### config.mk
export PLATFORM = sky130hd
export DESIGN_NAME = soma_event_scheduler
export DESIGN_NICKNAME = d
export VERILOG_FILES = /design/src/rtl/soma_sched_pkg.sv /design/src/rtl/rr_arbiter.sv /design/src/rtl/soma_event_scheduler.sv
export SDC_FILE = /design/constraint.sdc
export NUM_CORES = 1
export LEC_CHECK = 0
export ABC_AREA = 0
export CORE_UTILIZATION = 50
export CTS_CLUSTER_DIAMETER = 30
export DETAILED_ROUTE_END_ITERATION = 6
export GPL_ROUTABILITY_DRIVEN = 0
export GPL_TIMING_DRIVEN = 0
export HOLD_SLACK_MARGIN = 0.1
export PLACE_DENSITY = 0.82
export SLEW_MARGIN = 5
export SYNTH_ARGS = -nofsm -noshare
export SYNTH_HDL_FRONTEND = slang
export SYNTH_SLANG_ARGS = --single-unit
export TNS_END_PERCENT = 100
### constraint.sdc
create_clock -name clk -period 5.8 [get_ports clk]
set_input_delay 1.16 -clock clk [delete_from_list [all_inputs] [get_ports clk]]
set_output_delay 1.16 -clock clk [all_outputs]
set_load 0.03 [all_outputs]
### src/rtl/soma_sched_pkg.sv
// Shared types and constants for the soma event scheduler.
package soma_sched_pkg;

  typedef enum logic [2:0] {
    ST_IDLE      = 3'd0,
    ST_ISSUE     = 3'd1,
    ST_WAIT_FIRE = 3'd2,
    ST_REFRACT   = 3'd3,
    ST_DEAD      = 3'd4
  } state_t;

  localparam logic [1:0] OP_NOP   = 2'b00;
  localparam logic [1:0] OP_INTEG = 2'b01;
  localparam logic [1:0] OP_LEAK  = 2'b10;

  localparam int DROP_W = 16;

endpackage

### src/rtl/rr_arbiter.sv
// Round-robin arbiter: grants the first valid requester at or after the
// pointer; the pointer moves past the winner only when update is asserted.
module rr_arbiter #(
  parameter int NUM_REQ = 4
) (
  input  logic               clk,
  input  logic               rst,
  input  logic [NUM_REQ-1:0] valid,
  input  logic               update,
  output logic [NUM_REQ-1:0] grant
);

  localparam int PW = (NUM_REQ > 1) ? $clog2(NUM_REQ) : 1;

  logic [PW-1:0] ptr;
  logic [PW-1:0] winner;
  logic [PW-1:0] idx;
  logic [PW:0]   sum;
  logic          found;

  // Scan requesters starting at the pointer, wrapping modulo NUM_REQ.
  always_comb begin
    grant  = '0;
    winner = '0;
    found  = 1'b0;
    sum    = '0;
    idx    = '0;
    for (int k = 0; k < NUM_REQ; k++) begin
      sum = {1'b0, ptr} + (PW+1)'(k);
      if (sum >= (PW+1)'(NUM_REQ)) sum = sum - (PW+1)'(NUM_REQ);
      idx = sum[PW-1:0];
      if (!found && valid[idx]) begin
        grant[idx] = 1'b1;
        winner     = idx;
        found      = 1'b1;
      end
    end
  end

  // Pointer advances to winner+1 after each accepted transfer.
  always_ff @(posedge clk) begin
    if (rst) begin
      ptr <= '0;
    end else if (update && found) begin
      ptr <= (winner == PW'(NUM_REQ-1)) ? '0 : winner + 1'b1;
    end
  end

endmodule

### src/rtl/soma_event_scheduler.sv
// Shares one soma datapath among NUM_REQ event sources: issues INTEG ops
// from arbitrated events, one LEAK per timestep, and enforces refractory.
module soma_event_scheduler
  import soma_sched_pkg::*;
#(
  parameter int NUM_REQ = 4,
  parameter int W_WIDTH = 8
) (
  input  logic                       clk,
  input  logic                       rst,
  input  logic                       kill,
  input  logic [7:0]                 refr_time,
  input  logic                       ts_tick,
  input  logic [NUM_REQ-1:0]         req_valid,
  input  logic [NUM_REQ*W_WIDTH-1:0] req_weight,
  output logic [NUM_REQ-1:0]         req_ready,
  output logic                       soma_valid,
  output logic [1:0]                 soma_op,
  output logic [W_WIDTH-1:0]         soma_weight,
  input  logic                       soma_fire,
  output logic                       refr_active,
  output logic                       dead,
  output logic [15:0]                drop_count
);

  state_t              state, state_nx;
  logic                leak_pending;
  logic [7:0]          refr_len;
  logic [7:0]          refr_cnt;
  logic [DROP_W-1:0]   drops;
  logic [NUM_REQ-1:0]  grant;
  logic                ready_en;
  logic                xfer;
  logic [W_WIDTH-1:0]  wt_sel;
  logic [1:0]          op_nx;
  logic [W_WIDTH-1:0]  wt_nx;

  rr_arbiter #(.NUM_REQ(NUM_REQ)) u_arb (
    .clk    (clk),
    .rst    (rst),
    .valid  (req_valid),
    .update (xfer),
    .grant  (grant)
  );

  // State register.
  always_ff @(posedge clk) begin
    if (rst) state <= ST_IDLE;
    else     state <= state_nx;
  end

  // Next-state logic; kill overrides every transition.
  always_comb begin
    state_nx = state;
    case (state)
      ST_IDLE:      if (leak_pending || xfer) state_nx = ST_ISSUE;
      ST_ISSUE:     state_nx = ST_WAIT_FIRE;
      ST_WAIT_FIRE: state_nx = (soma_fire && refr_len != 8'd0) ? ST_REFRACT : ST_IDLE;
      ST_REFRACT:   if (ts_tick && refr_cnt <= 8'd1) state_nx = ST_IDLE;
      ST_DEAD:      state_nx = ST_DEAD;
      default:      state_nx = ST_IDLE;
    endcase
    if (kill) state_nx = ST_DEAD;
  end

  // Accept handshake and the op that will be latched on entry to ISSUE.
  // A pending LEAK blocks acceptance so it gets the slot first.
  always_comb begin
    ready_en  = (state == ST_IDLE && !leak_pending) || (state == ST_REFRACT);
    req_ready = grant & {NUM_REQ{ready_en}};
    xfer      = |(req_valid & req_ready);
    wt_sel    = '0;
    for (int i = 0; i < NUM_REQ; i++)
      if (grant[i]) wt_sel = wt_sel | req_weight[i*W_WIDTH +: W_WIDTH];
    op_nx = OP_NOP;
    wt_nx = '0;
    if (state == ST_IDLE) begin
      if (leak_pending) begin
        op_nx = OP_LEAK;
      end else if (xfer) begin
        op_nx = OP_INTEG;
        wt_nx = wt_sel;
      end
    end
  end

  // Leak bookkeeping, refractory counter and saturating drop counter.
  always_ff @(posedge clk) begin
    if (rst) begin
      leak_pending <= 1'b0;
      refr_cnt     <= 8'd0;
      drops        <= '0;
      refr_len     <= refr_time;
    end else begin
      // A fire starts a new refractory epoch, so any queued leak is dropped.
      if (state == ST_WAIT_FIRE && soma_fire)
        leak_pending <= 1'b0;
      else if (ts_tick && state != ST_REFRACT && state != ST_DEAD)
        leak_pending <= 1'b1;
      else if (state == ST_IDLE && leak_pending)
        leak_pending <= 1'b0;

      if (state == ST_WAIT_FIRE && soma_fire && refr_len != 8'd0)
        refr_cnt <= refr_len;
      else if (state == ST_REFRACT && ts_tick && refr_cnt != 8'd0)
        refr_cnt <= refr_cnt - 8'd1;

      if (state == ST_REFRACT && xfer && drops != {DROP_W{1'b1}})
        drops <= drops + 1'b1;
    end
  end

  // Registered outputs, derived from the state being entered.
  always_ff @(posedge clk) begin
    if (rst) begin
      soma_valid  <= 1'b0;
      soma_op     <= OP_NOP;
      soma_weight <= '0;
      refr_active <= 1'b0;
      dead        <= 1'b0;
    end else begin
      soma_valid  <= (state_nx == ST_ISSUE);
      soma_op     <= (state_nx == ST_ISSUE) ? op_nx : OP_NOP;
      soma_weight <= (state_nx == ST_ISSUE) ? wt_nx : '0;
      refr_active <= (state_nx == ST_REFRACT);
      dead        <= (state_nx == ST_DEAD);
    end
  end

  assign drop_count = drops;

endmodule

==> results of run 1 <==
==> state kept, by name, summed over array words and instances (netlist names), named ones only <==
register	flops
drop_count	16
refr_cnt	8
refr_len	8
soma_weight	8
state	3
soma_op	2
dead	1
leak_pending	1
refr_active	1
soma_valid	1
u_arb.ptr	1
==> worst max-delay path: stages <==
cell and delay, ns:
clkdlybuf4s50_1 0.52, clkbuf_1 0.35, or3b_2 0.48, a21o_1 0.20, a21oi_1 0.16, or2_2 0.20
a21o_1 0.13, clkbuf_1 0.33, and2_1 0.18, clkdlybuf4s50_1 0.69
==> power by group <==
group	internal [uW]	switching, uW	total, uW
sequential	379	12.6	391
clock	109	118	227
combinational	244	318	562
==> per-stage QoR <==
step	util, %	total power [uW]	setup slack, ns
6_report	70.6	1180	0.235
5_1_grt	70.6	1260	0.0394
4_1_cts	70.7	1180	0.181
3_5_place_dp	68.8	960	0.251
3_3_place_gp	68.8	950	0.261
2_1_floorplan	-	796	1.46
==> layout by cell type, fill, tap and decap left out, types with 5 or more instances in the layout <==
| cell type | count |
|---|---|
| clkbuf_1 | 15 |
| a21o_1 | 7 |
| nor4_1 | 5 |
| a31oi_1 | 5 |
| a21oi_1 | 27 |
| and2_1 | 9 |
| nand2_1 | 15 |
| inv_1 | 13 |
| nor2_1 | 33 |
| and3_1 | 7 |
| edfxtp_1 | 8 |
| ha_1 | 10 |
| nand3_1 | 9 |
| or2_2 | 5 |
| mux2_1 | 8 |
| dfxtp_1 | 43 |
| nand2b_1 | 8 |
| clkbuf_8 | 7 |
| nand4_1 | 6 |
| a22oi_1 | 19 |
| clkdlybuf4s50_1 | 81 |
| nor2b_1 | 15 |
| o21ai_0 | 5 |
==> how the worst max path moves through the flow <==
stage	start	to
6_report	req_valid[2]	req_ready[3]
5_1_grt	req_valid[2]	req_ready[3]
3_3_place_gp	req_valid[2]	req_ready[3]
2_1_floorplan	register	req_ready[2]
4_1_cts	register	req_ready[2]
3_5_place_dp	req_valid[2]	req_ready[2]
==> routing by layer <==
| layer | vias up | global-route usage, % | routed length [um] |
|---|---|---|---|
| met5 | - | 0 | 0 |
| met2 | 87 | 45.3 | 3760 |
| li1 | 1406 | - | - |
| met4 | 0 | 6.36 | 89 |
| met3 | 9 | 3.56 | 395 |
| met1 | 1373 | 32.0 | 3340 |
==> what timing repair did <==
action | CTS | global route
gates resized for setup | 0 | 1
endpoints found under the setup margin | 0 | 4
buffers inserted | 0 | 0
==> kinds of logic (layout without fill, tap and decap cells) <==
group | count (synthesis) | after routing | synth area share, %
and+or+nand+nor | 131 | 131 | 23.7
xor gates and xnor gates | 3 | 3 | 0.888
muxes | 18 | 18 | 7.82
AOI/OAI and AO/OA | 90 | 90 | 21.1
DFF | 51 | 51 | 37.2
buffers and inverters | 35 | 123 | 5.03
adders and majority gates | 10 | 10 | 4.23
==> final cells by class <==
class                           instances  area [sq um]  area share [%]
Clock buffer                            7          96.3            2.43
Buffer                                 21          97.6            2.46
Sequential cell                        51          1100            27.8
Multi-Input combinational cell        252          1710            43.1
Tap cell                               72          90.1            2.27
Inverter                               13          48.8            1.23
Clock inverter                          1          7.51           0.190
Timing Repair Buffer                   81           811            20.5
==> impl_metrics.toml, run 1 <==
[synth]
yosys.cell_types.count = 52
syn_area_sq_mm = 0.00296
yosys.area.top_type = "dfxtp_1"
ys_top_cells_by_area = "dfxtp_1, edfxtp_1, a22oi_1"
ys_warn_count = 0
avgSynthCellArea_sq_um = 8.75
synth_top_cell_area_share_pct = 29.1
synth_edf_count = 8
async_flop_share_pct = 0
synthTopCellsByCount = "dfxtp_1, nor2_1, a21oi_1, a22oi_1, clkbuf_1"
synth-seq-cells = 51
synth_cells = 338
syn_nets = 397
yosysMostFrequentCell = "dfxtp_1"
yosysSeqAreaShare_pct = 37.2
synth-main-ff-cell = "dfxtp_1"

[clocking]
clock-root-buffer = "clkbuf_8"
clk_latency_ns = 0.30
htreeDepth = 2
path_clk_slew_ns = 0.09
clk_path_buf_depth = 2
hold_buffers = 0
cts_buffers = 5
clock_sinks = 51
cts_tree = "done"

[timing]
rsz0062_at_grt = "false"
finalCritPeriodShare_pct = 95.9
holdWs_ns = 0.539
setup_viol = 0
max_freq_mhz = 180
fin_setup_tns_ns = 0
worst_pin_slew_ns = 0.866
fin_skew_ns = 0.0102
hold_viol = 0
slew_viol_final = 0
slew_headroom_pct = 41.8
fin_crit_ns = 5.56

[grt]
gr-total-overflow = 0
grt_pass1_vias = 2720
track_usage_pct = 25.4
grt_max_degree = 16
grt_pass1_wl_um = 12600
antenna_found_initial = 0

[worst_hold_path]
holdPathEnd = "refr_cnt[7]"
worstHoldStart = "refr_cnt[7]"
whs_path_depth = 2
hp-class = "register to register"

[job]
max_cap_viol_count = 0

[layout]
area_growth_pct = 33.9
final_cells = 498
nFillCells = 481
fin_area_sq_mm = 0.00396
drive_above_1_share_pct = 7.51
finalNetCount = 484
insertedDiodeCount = 0

[pwr]
peakVddDrop_mv = 0.221
powerDensity_mw_per_mm2 = 298
leakage_uw = 0.00154

[die]
rows = 27
die_w_um = 78.9
ios = 82
fp.dieH_um = 78.9
core_sq_mm = 0.00561
die_area_sq_mm = 0.00623
start_util_pct = 52.8

[drt]
viasPerCell = 5.77
wirelength_um = 7580
first_iter_violations = 126
drc = 0
vias = 2875
ant_nets = 0
firstDrtPassIters = 5
post_drt_wl_per_cell_um = 15.2

[critical_path]
reg2reg_depth = 12
required_ns = 4.64
path_class = "input port to output port"
cp.arrival_ns = 4.40
reg2reg_to = "soma_weight[7]"
startpoint_type = "input port"
cp_max_fo = 10
worstSetupEndpointType = "output port"
regToRegSetupSlack_ns = 1.92

[placed_design]
placed_cells = 491
postPlaceCellArea_sq_mm = 0.00386
io_buffers = 81
dp_hpwl_um = 5680

[status]
status = "finished, final reports clean"
No activity file was read; power rests on OpenSTA's default activity.
==> run 2, diff against run 1 <==
--- a/config.mk
+++ b/config.mk
@@ -7,11 +7,11 @@
 export LEC_CHECK = 0
 export ABC_AREA = 0
 export CORE_UTILIZATION = 50
+export CTS_BUF_LIST = sky130_fd_sc_hd__clkbuf_2 sky130_fd_sc_hd__clkbuf_4 sky130_fd_sc_hd__clkbuf_8
 export CTS_CLUSTER_DIAMETER = 30
 export DETAILED_ROUTE_END_ITERATION = 6
 export GPL_ROUTABILITY_DRIVEN = 0
 export GPL_TIMING_DRIVEN = 0
-export HOLD_SLACK_MARGIN = 0.1
 export PLACE_DENSITY = 0.82
 export SLEW_MARGIN = 5
 export SYNTH_ARGS = -nofsm -noshare
==> results of run 2 <==
Final layout, timing and power as in run 1 (identical DEF).
==> run 3, diff against run 2 <==
--- a/config.mk
+++ b/config.mk
@@ -13,7 +13,7 @@
 export GPL_ROUTABILITY_DRIVEN = 0
 export GPL_TIMING_DRIVEN = 0
 export PLACE_DENSITY = 0.82
-export SLEW_MARGIN = 5
+export SLEW_MARGIN = 20
 export SYNTH_ARGS = -nofsm -noshare
 export SYNTH_HDL_FRONTEND = slang
 export SYNTH_SLANG_ARGS = --single-unit
==> constraint.sdc (replaced) <==
create_clock -name clk -period 7.18 [get_ports clk]
set_input_delay 1.436 -clock clk [delete_from_list [all_inputs] [get_ports clk]]
set_output_delay 1.436 -clock clk [all_outputs]
set_load 0.03 [all_outputs]
==> run 3 against run 2 <==
  * Power fell by 19%
  * Utilization barely moved
  * Hold slack got worse by 0.0012 ns
  * Design area barely moved
  * Setup slack improved by 0.83 ns
  * Sequential cell count did not move
  * Final cell count rose by 0.20%
  * Clock skew fell by 0.00094 ns
  * Largest power group unchanged
  * Highest routed layer unchanged
==> impl_metrics.toml, run 3 (same netlist as run 1, synthesis figures left out) <==
[timing]
setup_viol = 0
holdWs_ns = 0.538
max_freq_mhz = 164
worst_pin_slew_ns = 0.879
fin_crit_ns = 6.11
hold_viol = 0
slew_headroom_pct = 41.0
slew_viol_final = 0
finalCritPeriodShare_pct = 85.1
fin_setup_tns_ns = 0
rsz0062_at_grt = "false"
fin_skew_ns = 0.00922

[grt]
grt_pass1_wl_um = 12600
gr-usage-met3_pct = 3.56
grt_max_degree = 16
gr-total-overflow = 0
antenna_found_initial = 0
use_met2_pct = 45.3
grt_pass1_vias = 2720
grt_use_met1_pct = 32.0
track_usage_pct = 25.4
grt-busiest-layer = "met2"

[drt]
firstDrtPassIters = 4
viasPerCell = 5.75
post_drt_wl_per_cell_um = 15.2
drc = 0
ant_nets = 0
first_iter_violations = 178
wirelength_um = 7570
vias = 2867

[pwr]
powerDensity_mw_per_mm2 = 241
leakage_uw = 0.00153
peakVddDrop_mv = 0.185

[critical_path]
endpoint = "req_ready[0]"
startpoint = "req_valid[2]"
reg2reg_depth = 12
reg2reg_to = "soma_weight[7]"
cp.arrival_ns = 4.68
required_ns = 5.74
startpoint_type = "input port"
worstSetupEndpointType = "output port"
path_class = "input port to output port"
cp_max_fo = 10
regToRegSetupSlack_ns = 3.10

[layout]
drive_above_1_share_pct = 7.26
seqCellArea_sq_mm = 0.00110
finalNetCount = 485
final_common_cell = "clkdlybuf4s50_1"
insertedDiodeCount = 0
final_cells = 499
multiInputGateArea_sq_mm = 0.00171
nFillCells = 481
area_growth_pct = 34.0
mostFrequentLayoutCells = "clkdlybuf4s50_1, dfxtp_1, nor2_1"
largest_reg_flops = 16

[clocking]
clock-root-buffer = "clkbuf_8"
clock_sinks = 51
clk_path_buf_depth = 2
clk_latency_ns = 0.30
path_clk_slew_ns = 0.09
cts_buffers = 5
cts_resized = 0
htreeDepth = 2
hold_buffers = 0
post_cts_buffers = 0
cts_tree = "done"

[die]
start_util_pct = 52.8
die_w_um = 78.9
fp.dieH_um = 78.9
rows = 27
ios = 82
die_area_sq_mm = 0.00623
core_sq_mm = 0.00561

[job]
max_cap_viol_count = 0

[placed_design]
placed_cells = 491
io_buffers = 81
dp_hpwl_um = 5680

[status]
status = "finished, final reports clean"

[worst_hold_path]
hp-class = "register to register"
worstHoldStart = "refr_cnt[7]"
[run 3: worst max-delay path: stages]
cell             delay (ns)
clkdlybuf4s50_1        0.52
clkbuf_1               0.35
or3b_2                 0.48
a21o_1                 0.20
a21oi_1                0.16
or2_2                  0.20
a21o_1                 0.12
clkbuf_1               0.33
and2_1                 0.19
clkdlybuf4s50_1        0.68
[run 3: layout make-up]
type	count	area share [%]
inverters	13	1.23
repair buffers	81	20.5
flip-flops and latches	51	27.8
well taps	72	2.27
clock buffers	7	2.43
plain buffers	22	2.53
clock inverters	1	0.189
multi-input cells	252	43.1
[run 3: per-layer routing]
metal  vias to the layer above  wire length [um]
met5                         -                 0
met4                         0                69
met3                         7               415
met2                        91              3760
met1                      1361              3330
li1                       1408                 -
[run 3: worst min-delay path by stage]
stage	endpoint	slack, ns	cells past startpoint
after detailed placement	soma_op[1]	0.52	1
after global routing	soma_op[1]	0.57	1
final	refr_cnt[7]	0.54	2
after global placement	refr_cnt[3]	0.51	2
after CTS	soma_op[1]	0.54	1
after floorplan	refr_cnt[1]	0.47	2
[run 3: metrics by stage]
| stage | util (%) | total power [uW] | instance area [sq um] | worst slack, ns |
|---|---|---|---|---|
| floorplan | - | 643 | 2960 | 2.49 |
| global placement | 68.8 | 768 | 3860 | 1.09 |
| detailed placement | 68.8 | 775 | 3860 | 1.08 |
| CTS | 70.7 | 954 | 3960 | 1.06 |
| global route | 70.7 | 1020 | 3960 | 0.819 |
| finish | 70.7 | 954 | 3960 | 1.07 |
[run 3: where the power goes]
group	switching (uW)	leakage (uW)	internal, uW
combinational	258	0.00106	198
clock	94.5	0.0000505	87.8
sequential	10.3	0.000426	306
total	363	0.00153	592
